<file path="src/rtl/board_io_ctrl.sv">
// rtl/board_io_ctrl.sv - front-panel button/switch conditioning, LED drive and RGB PWM
//
// Purpose: synchronises, debounces and edge-detects NUM_BTN buttons and NUM_SW
// switches, registers NUM_LED plain LEDs and generates phase-aligned PWM on
// NUM_RGB RGB LEDs from double-buffered duty registers.
//
// Ports:
//   clk, reset_n                   system clock, asynchronous active-low reset
//   btn_in[NUM_BTN]                raw button pins (asynchronous)
//   sw_in[NUM_SW]                  raw switch pins (asynchronous)
//   btn_level/btn_press/btn_release  debounced level, 0->1 pulse, 1->0 pulse
//   sw_level/sw_change             debounced level, pulse on any change
//   led_in/led                     requested / registered plain-LED state
//   rgb_duty, rgb_duty_load        packed duties (R,G,B per channel), shadow load strobe
//   rgb_r/rgb_g/rgb_b              registered PWM drive per channel

module board_io_ctrl #(
  parameter int NUM_BTN         = 2,
  parameter int NUM_SW          = 4,
  parameter int NUM_LED         = 4,
  parameter int NUM_RGB         = 4,
  parameter int DEBOUNCE_CYCLES = 1024,
  parameter int PWM_WIDTH       = 8
) (
  input  logic                             clk,
  input  logic                             reset_n,
  input  logic [NUM_BTN-1:0]               btn_in,
  input  logic [NUM_SW-1:0]                sw_in,
  output logic [NUM_BTN-1:0]               btn_level,
  output logic [NUM_BTN-1:0]               btn_press,
  output logic [NUM_BTN-1:0]               btn_release,
  output logic [NUM_SW-1:0]                sw_level,
  output logic [NUM_SW-1:0]                sw_change,
  input  logic [NUM_LED-1:0]               led_in,
  output logic [NUM_LED-1:0]               led,
  input  logic [NUM_RGB*3*PWM_WIDTH-1:0]   rgb_duty,
  input  logic                             rgb_duty_load,
  output logic [NUM_RGB-1:0]               rgb_r,
  output logic [NUM_RGB-1:0]               rgb_g,
  output logic [NUM_RGB-1:0]               rgb_b
);

  localparam int NUM_IN = NUM_BTN + NUM_SW;
  localparam int CW     = $clog2(DEBOUNCE_CYCLES);
  localparam int DW     = NUM_RGB * 3 * PWM_WIDTH;
  localparam logic [CW-1:0] CNT_MAX = CW'(DEBOUNCE_CYCLES - 1);

  // Buttons and switches share one conditioning path; switches sit above buttons.
  logic [NUM_IN-1:0] raw;
  logic [NUM_IN-1:0] sync1;
  logic [NUM_IN-1:0] sync2;
  logic [NUM_IN-1:0] level;
  logic [NUM_IN-1:0] rise;
  logic [NUM_IN-1:0] fall;
  logic [CW-1:0]     db_cnt [NUM_IN];

  assign raw = {sw_in, btn_in};

  always_ff @(posedge clk or negedge reset_n) begin
    if (!reset_n) begin
      sync1 <= '0;
      sync2 <= '0;
    end else begin
      sync1 <= raw;
      sync2 <= sync1;
    end
  end

  // Any cycle where the synchronised input agrees with the level discards the
  // partial count, so only an uninterrupted disagreement of DEBOUNCE_CYCLES
  // cycles flips the level. Pulses are registered alongside the level flip.
  always_ff @(posedge clk or negedge reset_n) begin
    if (!reset_n) begin
      level <= '0;
      rise  <= '0;
      fall  <= '0;
      for (int i = 0; i < NUM_IN; i++) begin
        db_cnt[i] <= '0;
      end
    end else begin
      rise <= '0;
      fall <= '0;
      for (int i = 0; i < NUM_IN; i++) begin
        if (sync2[i] == level[i]) begin
          db_cnt[i] <= '0;
        end else if (db_cnt[i] == CNT_MAX) begin
          db_cnt[i] <= '0;
          level[i]  <= sync2[i];
          rise[i]   <= sync2[i];
          fall[i]   <= ~sync2[i];
        end else begin
          db_cnt[i] <= db_cnt[i] + 1'b1;
        end
      end
    end
  end

  assign btn_level   = level[NUM_BTN-1:0];
  assign btn_press   = rise[NUM_BTN-1:0];
  assign btn_release = fall[NUM_BTN-1:0];
  assign sw_level    = level[NUM_IN-1:NUM_BTN];
  assign sw_change   = rise[NUM_IN-1:NUM_BTN] | fall[NUM_IN-1:NUM_BTN];

  always_ff @(posedge clk or negedge reset_n) begin
    if (!reset_n) begin
      led <= '0;
    end else begin
      led <= led_in;
    end
  end

  // PWM: shared counter, shadow duties written by software, active duties
  // swapped in only at the period boundary so a period never mixes duties.
  logic [PWM_WIDTH-1:0] pwm_cnt;
  logic [DW-1:0]        duty_shadow;
  logic [DW-1:0]        duty_active;
  logic                 pwm_wrap;
  logic [NUM_RGB-1:0]   r_nxt;
  logic [NUM_RGB-1:0]   g_nxt;
  logic [NUM_RGB-1:0]   b_nxt;

  assign pwm_wrap = &pwm_cnt;

  always_ff @(posedge clk or negedge reset_n) begin
    if (!reset_n) begin
      pwm_cnt     <= '0;
      duty_shadow <= '0;
      duty_active <= '0;
    end else begin
      pwm_cnt <= pwm_cnt + 1'b1;
      if (rgb_duty_load) begin
        duty_shadow <= rgb_duty;
      end
      // A load on the wrap edge bypasses the shadow so it is not a period late.
      if (pwm_wrap) begin
        duty_active <= rgb_duty_load ? rgb_duty : duty_shadow;
      end
    end
  end

  always_comb begin
    r_nxt = '0;
    g_nxt = '0;
    b_nxt = '0;
    for (int i = 0; i < NUM_RGB; i++) begin
      r_nxt[i] = pwm_cnt < duty_active[(3*i)*PWM_WIDTH   +: PWM_WIDTH];
      g_nxt[i] = pwm_cnt < duty_active[(3*i+1)*PWM_WIDTH +: PWM_WIDTH];
      b_nxt[i] = pwm_cnt < duty_active[(3*i+2)*PWM_WIDTH +: PWM_WIDTH];
    end
  end

  // Registered compare keeps outputs glitch-free and all colours phase-aligned.
  always_ff @(posedge clk or negedge reset_n) begin
    if (!reset_n) begin
      rgb_r <= '0;
      rgb_g <= '0;
      rgb_b <= '0;
    end else begin
      rgb_r <= r_nxt;
      rgb_g <= g_nxt;
      rgb_b <= b_nxt;
    end
  end

endmodule

</file>
<file path="config.mk">
export PLATFORM = sky130hd
export DESIGN_NAME = board_io_ctrl
export DESIGN_NICKNAME = d
export VERILOG_FILES = /design/src/rtl/board_io_ctrl.sv
export SDC_FILE = /design/constraint.sdc
export NUM_CORES = 1
export LEC_CHECK = 0
export CAP_MARGIN = 20
export CORE_MARGIN = 10
export CORE_UTILIZATION = 46
export CTS_CLUSTER_DIAMETER = 120
export CTS_CLUSTER_SIZE = 20
export DETAILED_ROUTE_END_ITERATION = 7
export PLACE_DENSITY = 0.71
export SLEW_MARGIN = 20
export SYNTH_ARGS = -nofsm -noshare
export SYNTH_HDL_FRONTEND = slang
export SYNTH_SLANG_ARGS = --single-unit
</file>
<file path="constraint.sdc">
create_clock -name clk -period 3.95 [get_ports clk]
set_input_delay 0.395 -clock clk [delete_from_list [all_inputs] [get_ports clk]]
set_output_delay 0.395 -clock clk [all_outputs]
set_load 0.005 [all_outputs]
</file>
* Yosys cells after proc, flatten, opt, wreduce, memory -nomap -nowiden
Cells that the tools add are included.
Operators by class: $add $sub $neg 7, $lt $le $gt $ge 12, equal/unequal tests 12, multiplexer cells 37, bitwise operators 13, reductions and logical operators 7
Operators by type and width (number):
- $mux W10 | 12
- $lt A8 B8 Y1 | 12
- $mux W96 | 1
- $add A10 B1 Y10 const B | 6
- $eq A10 B10 Y1 const B | 6
- $mux W1 | 24
- $not A1 Y1 | 12
- $reduce_and A2 Y1 | 6
- $add A8 B1 Y8 const B | 1
- $reduce_and A8 Y1 | 1
- $eq A1 B1 Y1 | 6
- $or A4 B4 Y4 | 1
Word-level totals: register bits after elaboration 306, input port bits 109, output and inout bits 30, logic and storage cells 111

* Depth between registers and ports, before layout
depth after elaboration 3, mapped depth 6

* Worst setup path after synthesis
Ideal clock, no wire load.
path type reg2reg, from reg pwm_cnt[1], to reg duty_active[29], arrival 1.725 ns, required time 3.825 ns, path slack 2.099 ns, stages on the path, launching flop included 7, path buffers 2, path through dfrtp_1 > ha_1 > and3_2 > nand3_4 > buf_6 > buf_6 > mux2_4
Between the ends: cells in the longest elaborated chain, start to end 1
Ends and longest elaborated chain:
- start, declared | RTL line 114 | logic [PWM_WIDTH-1:0] pwm_cnt;
- start signal, assigned | RTL line 130 | pwm_cnt <= pwm_cnt + 1'b1;
- $reduce_and A8 Y1 | RTL line 122 | assign pwm_wrap = &pwm_cnt;
- end signal, assigned | RTL line 136 | duty_active <= rgb_duty_load ? rgb_duty : duty_shadow;
- end, declared | RTL line 116 | logic [DW-1:0] duty_active;
No other way between the ends. A chain may end at the register's enable or synchronous reset.

* Worst setup path after layout
from reg pwm_cnt[1], to reg duty_active[36]
The elaborated chain is that of the path after synthesis.

==> results.sh <==
export IMPL_drt_iter0_drc=445
export IMPL_status="finished clean"
export IMPL_grt_pass1_wl_mm=45.7
export IMPL_synthFlopType="dfrtp_1"
export IMPL_die_area_um2=37600
export IMPL_clk_pin_slew_ns=0.08
export IMPL_grt_usage_pct=14.5
export IMPL_rows=63
export IMPL_setup_tns_final_ns=0
export IMPL_fillers=2497
export IMPL_dr_pass1_iters=4
export IMPL_syn_to_final_growth_pct=16.6
export IMPL_antenna_found_initial=1
export IMPL_die_h_um=194
export IMPL_core_um2=29700
export IMPL_dp_hpwl_mm=18.3
export IMPL_die_w_um=194
export IMPL_final_antenna_net_count=0
export IMPL_reg2reg_to="duty_active[36]$_DFFE_PN0P_"
export IMPL_cp_depth=5
export IMPL_syn_area_um2=13900
export IMPL_rr_worst_depth=5
export IMPL_crit_buf_inv=1
export IMPL_max_freq_ghz=0.421
export IMPL_synth_seq_area_share_pct=55.1
export IMPL_maxCapViolCount=0
export IMPL_io_pins=139
export IMPL_critPathMaxFanout=44
export IMPL_cts_made_buffers=19
export IMPL_first_global_vias=8654
export IMPL_grt_ovfl_total=0
export IMPL_syn_inst=1057
export IMPL_cp_arrival_ns=2.78
export IMPL_min_period_ns=2.37
export IMPL_cts_max_level=1
export IMPL_wl_mm=27.2
export IMPL_p_per_area_nw_per_um2=362
export IMPL_syn_nets=1257
export IMPL_crit_family="simple AND/OR/NAND/NOR gates"
export IMPL_grt_max_degree=112
export IMPL_worstPathRequired_ns=4.35
export IMPL_clock_path_buffers=3
export IMPL_via_per_inst=5.10
export IMPL_avgSynthCellArea_um2=13.1
export IMPL_gp_congestion=0.771
export IMPL_layout_drive_gt1_share_pct=20.2
export IMPL_seqCellArea_um2=7660
export IMPL_hold_viol_final=0
export IMPL_yosysWarnings=0
export IMPL_end_kind="register"
export IMPL_worst_pin_slew_ns=0.828
export IMPL_finalMaxSlewViolations=0
export IMPL_port_buffers=138
export IMPL_final_common_cell="dfrtp_1"
export IMPL_synth_cell_type_count=34
export IMPL_setup_ws_ns=1.58
export IMPL_slew_headroom_pct=44.8
export IMPL_total_leakage_power_nw=7.51
export IMPL_routedWlPerCell_um=17.1
export IMPL_rsz0062_at_grt="false"
export IMPL_fin_crit_sh_pct=60.1
export IMPL_place_ws_ns=1.63
export IMPL_ctsResizeCount=0
export IMPL_nets=1400
export IMPL_cts_sinks=306
export IMPL_clock_root_buffer="clkbuf_16"
export IMPL_hp_class="in2reg"
export IMPL_path_class="reg2reg"
export IMPL_ys_ff_latch=306
export IMPL_vias=8115
export IMPL_r2r_start="pwm_cnt[1]$_DFF_PN0_"
export IMPL_fin_util_pct=54.5
export IMPL_ctsHoldBuffers=1
export IMPL_start_kind="register"
export IMPL_synth_edf_count=0
export IMPL_peakVddDrop_mv=0.281
export IMPL_max_stage_delay_ns=0.59
export IMPL_clock_latency_ns=0.52
export IMPL_multiInputGateArea_um2=5670
export IMPL_post_cts_buffers=0
export IMPL_worst_path_max_delay_cell="nand3_4"
export IMPL_skew_ns=0.0225
export IMPL_crit_end="duty_active[36]$_DFFE_PN0P_"
export IMPL_place_area_um2=15700
export IMPL_cts_tree="yes"
export IMPL_layout_common_cells="dfrtp_1 (306), mux2_2 (158), clkdlybuf4s50_1 (136)"
export IMPL_initial_core_util_pct=46.7
export IMPL_design_area_um2=16200
export IMPL_drc_errors=0
export IMPL_r2r_slack_ns=1.58
export IMPL_finalSetupViolations=0
export IMPL_synthArstFlopShare_pct=100
export IMPL_worstPathCellList="ha_1, and3_2, nand3_4, buf_12, mux2_4"
export IMPL_startpoint="pwm_cnt[1]$_DFF_PN0_"
area by class of cell:
class	instances	area share, %
diodes	1	0.0154
clock buffers	19	2.94
clock inverters	2	0.154
inverters	91	2.11
multi-input cells	628	35.0
flip-flops and latches	306	47.3
well taps	390	3.01
repair buffers	154	9.53
worst min path at each step:
stage	startpoint	endpoint	slack [ns]	cells after the start
3_3_place_gp	sync1[0]$_DFF_PN0_	sync2[0]$_DFF_PN0_	0.34	0
2_1_floorplan	reset_n	db_cnt[0]$_DFF_PN0_	0.1	0
5_1_grt	led_in[0]	led[0]$_DFF_PN0_	0.30	1
4_1_cts	led_in[0]	led[0]$_DFF_PN0_	0.29	1
3_5_place_dp	sync1[5]$_DFF_PN0_	sync2[5]$_DFF_PN0_	0.34	0
6_report	led_in[0]	led[0]$_DFF_PN0_	0.31	1
registers in the layout (all words and copies together), names as in the netlist, 6 cells and up:
register and flops:
db_cnt 60, duty_active 96, duty_shadow 96, fall 6, level 6, pwm_cnt 8, rise 6, sync1 6
sync2 6
kinds of logic (layout without fill, tap and decap cells):
group           count (synthesis)  after routing  synth area share [%]
fa+ha+maj                      91             91                  8.20
other cells                     0              1                     0
buf+inv                       123            266                  4.10
flops                         306            306                  55.1
mux                           198            198                  17.1
simple gates                  195            195                  7.56
xor+xnor                       52             52                  3.28
compound gates                 92             92                  4.62
worst reg2reg max path, delay by kind of cell, from the launching register on:
kind                       cells  cell delay [ns]
muxes                          1             0.37
adders and majority gates      1             0.17
buffers and inverters          1             0.53
DFF                            1             0.36
and+or+nand+nor                2             0.83
metrics by stage:
step	instances	total power (W)	hold slack [ns]
detailed placement	1568	0.00405	0.339
floorplan	1057	0.00375	0.0994
CTS	1590	0.00597	0.286
finish	1591	0.00586	0.308
global placement	1568	0.00403	0.336
global route	1590	0.00617	0.297
synthesized netlist by cell type, types with 3 or more instances:
cell type,instances,area [um^2]
o31a_1,12,105
xor2_1,34,298
xnor2_1,18,158
mux2_4,40,601
o21ai_0,4,20.0
nor3b_1,12,90.1
a21oi_1,22,110
o211ai_1,4,30.0
inv_1,91,342
and2_1,4,25.0
or3_1,3,18.8
a211oi_1,12,90.1
nand3_1,19,95.1
clkbuf_1,4,15.0
buf_6,10,113
mux2_2,158,1780
nand4_1,30,188
nor2_1,66,248
ha_1,91,1140
buf_4,4,30.0
a21o_1,36,270
dfrtp_1,306,7660
nand4b_1,4,35.0
or2_2,4,25.0
nand2_1,18,67.6
nand2b_1,18,113
buf_2,14,70.1
and3_1,5,31.3
and4_1,9,78.8
power by group:
group / switching [W] / internal (W) / leakage [nW] / total, W
clock: 0.00101 / 0.000875 / 0.246 / 0.00189
sequential: 0.0000770 / 0.00331 / 3.86 / 0.00339
combinational: 0.000251 / 0.000336 / 3.41 / 0.000587
layer usage:
| layer | vias up | GRT usage (%) | share of wire, % |
|---|---|---|---|
| met5 | - | 0 | 0 |
| met4 | 0 | 2.83 | 1.6 |
| met3 | 28 | 2.87 | 4.0 |
| met2 | 125 | 23.5 | 47 |
| met1 | 4044 | 19.9 | 47 |
| li1 | 3918 | - | - |
No activity file was read; power rests on OpenSTA's default activity.
==> RTL change: new RTL, same settings <==
Register the outputs `btn_level`, `btn_press`, `btn_release`, `sw_level` and `sw_change`, without a reset; this adds one clock of latency there. The other outputs are not delayed to match.
--- a/src/rtl/board_io_ctrl.sv
+++ b/src/rtl/board_io_ctrl.sv
@@ -96,9 +96,11 @@
   end
 
-  assign btn_level   = level[NUM_BTN-1:0];
-  assign btn_press   = rise[NUM_BTN-1:0];
-  assign btn_release = fall[NUM_BTN-1:0];
-  assign sw_level    = level[NUM_IN-1:NUM_BTN];
-  assign sw_change   = rise[NUM_IN-1:NUM_BTN] | fall[NUM_IN-1:NUM_BTN];
+  always_ff @(posedge clk) begin
+    btn_level   <= level[NUM_BTN-1:0];
+    btn_press   <= rise[NUM_BTN-1:0];
+    btn_release <= fall[NUM_BTN-1:0];
+    sw_level    <= level[NUM_IN-1:NUM_BTN];
+    sw_change   <= rise[NUM_IN-1:NUM_BTN] | fall[NUM_IN-1:NUM_BTN];
+  end
 
   always_ff @(posedge clk or negedge reset_n) begin
Formal check against the unedited RTL: no difference found for any inputs over 10 cycles, from zero or initial values and one cycle with reset_n low; that may be too few to reach the edited logic, so the function may still have changed.
==> RTL change against the unedited design <==
  * Die area is 1.6% higher
  * Design area is 2.1% higher
  * Worst setup slack better by 0.079 ns
  * Synthesized area is 1.7% higher
  * Sequential cell count is 14 higher
  * Maximum frequency is 3.4% higher
  * Critical endpoint is now duty_active[54]
  * Sequential power is 4% higher
  * Final cell count is 2.1% higher
  * Global-route usage is 0.41 points higher
  * Total power is 4.6% higher
  * Wire length is 4.3% higher
  * Via count is 1.8% higher
==> RTL change: results (changes against the unedited design) <==
** STA
- The worst slew margin relative to its limit was 0.387 (was 0.448).
- Worst setup skew after layout :: 0.0170 ns (was 0.0225 ns)
- Clock period minus final worst setup slack :: 2.30 ns (was 2.37 ns)

** GRT
- The initial antenna violation count was 0 (was 1).
- Maximum number of pins on one net before global-route repair :: 117 (was 112)
- Met1 demand-to-capacity share in global routing :: 0.205 (was 0.199)
- Met2 usage in global routing :: 0.244 (was 0.235)
- The met3 demand-to-capacity share in global routing was 0.0233 (was 0.0287).

** Placement
- The post-placement cell area came to 0.0160 mm2 (was 0.0157 mm2).
- Post-placement setup slack :: 1.60 ns (was 1.63 ns)
- Cell count after placement :: 1589 (was 1568)
- The global placer's final weighted congestion is 0.773 (was 0.771).
- The half-perimeter wire length after placement is 18.8 mm (was 18.3 mm).

** Yosys
- The number of distinct library cells after synthesis is 33 (was 34).
- The proportion of register bits with asynchronous set or reset after synthesis is 0.956 (was 1.00).
- The count of mapped cells out of synthesis was 1066 (was 1057).
- Ranking of synthesized cells by area: sky130_fd_sc_hd__dfrtp_1 (54%), sky130_fd_sc_hd__mux2_2 (13%), sky130_fd_sc_hd__ha_1 (8.1%), sky130_fd_sc_hd__mux2_4 (4.2%), sky130_fd_sc_hd__inv_1 (2.4%) (was sky130_fd_sc_hd__dfrtp_1 (55%), sky130_fd_sc_hd__mux2_2 (13%), sky130_fd_sc_hd__ha_1 (8.2%), sky130_fd_sc_hd__mux2_4 (4.3%), sky130_fd_sc_hd__inv_1 (2.5%)).
- The net count of the mapped netlist is 1266 (was 1257).

** Power
- Fraction of power consumed by combinational cells :: 0.097 (was 0.100)
- Power in combinational cells :: 596 uW (was 587 uW)
- The maximum VDD drop was 0.000296 V (was 0.000281 V).
- The static power due to leakage is 7.64 nW (was 7.51 nW).
- The fraction of power spent switching nets was 0.232 (was 0.229).

** Routing
- Post-Route M1 WL :: 13.5 mm (was 12.8 mm)
- The routed length per placed instance is 17.4 um (was 17.1 um).
- Routed length on met2 :: 13.4 mm (was 12.8 mm)
- The number of design-rule violations left by the first detailed-router iteration was 346 (was 445).
- Met3 WL :: 931 um (was 1.09 mm)
- The vias after detailed routing came to 8259 (was 8115).
- The average via count per standard cell was 5.09 (was 5.10).

** Outcome
- Result of the run :: finished clean (unchanged)

** Worst setup path
- The maximum net fanout on the critical path was 48 (was 44).
- The arrival time reported for the critical path endpoint came to 2.70 ns (was 2.78 ns).
- R2r endpoint :: duty_active[54] (was duty_active[36])

** Finish
- The net count of the finished layout is 1415 (was 1400).
- Sequential fraction of total cell area :: 0.480 (was 0.473)
- The filler cell count in the final layout is 2629 (was 2497).
- Portion of the layout cell area used by clock cells :: 0.0325 (was 0.0309)
- Number of clock buffers in the layout :: 33 (was 19)
- Share of cells above drive strength 1 :: 0.198 (was 0.202)
- Number of multi-input combinational cells :: 627 (was 628)
- Number of antenna repair diodes :: 0 (was 1)

** Worst hold path
- The hold path startpoint is sw_in[0] (was led_in[0]).
-- RTL change: changes by cell type after synthesis --
cell                       before  now
sky130_fd_sc_hd__a21boi_0       1    0
sky130_fd_sc_hd__dfxtp_1        0   14
sky130_fd_sc_hd__or4b_1         1    2
sky130_fd_sc_hd__nand3_1       19   18
sky130_fd_sc_hd__a32oi_1        1    2
sky130_fd_sc_hd__nand3_2        0    1
sky130_fd_sc_hd__nand3_4        1    0
sky130_fd_sc_hd__buf_4          4    0
sky130_fd_sc_hd__or3_1          3    2
-- RTL change: cells by family after synthesis --
| logic type | after synthesis | share of synthesized area |
|---|---|---|
| mux | 198 | 0.168 |
| flops | 320 | 0.562 |
| compound gates | 92 | 0.0455 |
| simple gates | 194 | 0.0736 |
| buf+inv | 119 | 0.0382 |
| fa+ha+maj | 91 | 0.0806 |
| xor+xnor | 52 | 0.0322 |
-- RTL change: what timing repair did --
action                    4_1_cts  5_1_grt
resized for setup               0        0
hold buffers                    1        0
hold endpoints to repair       30        0
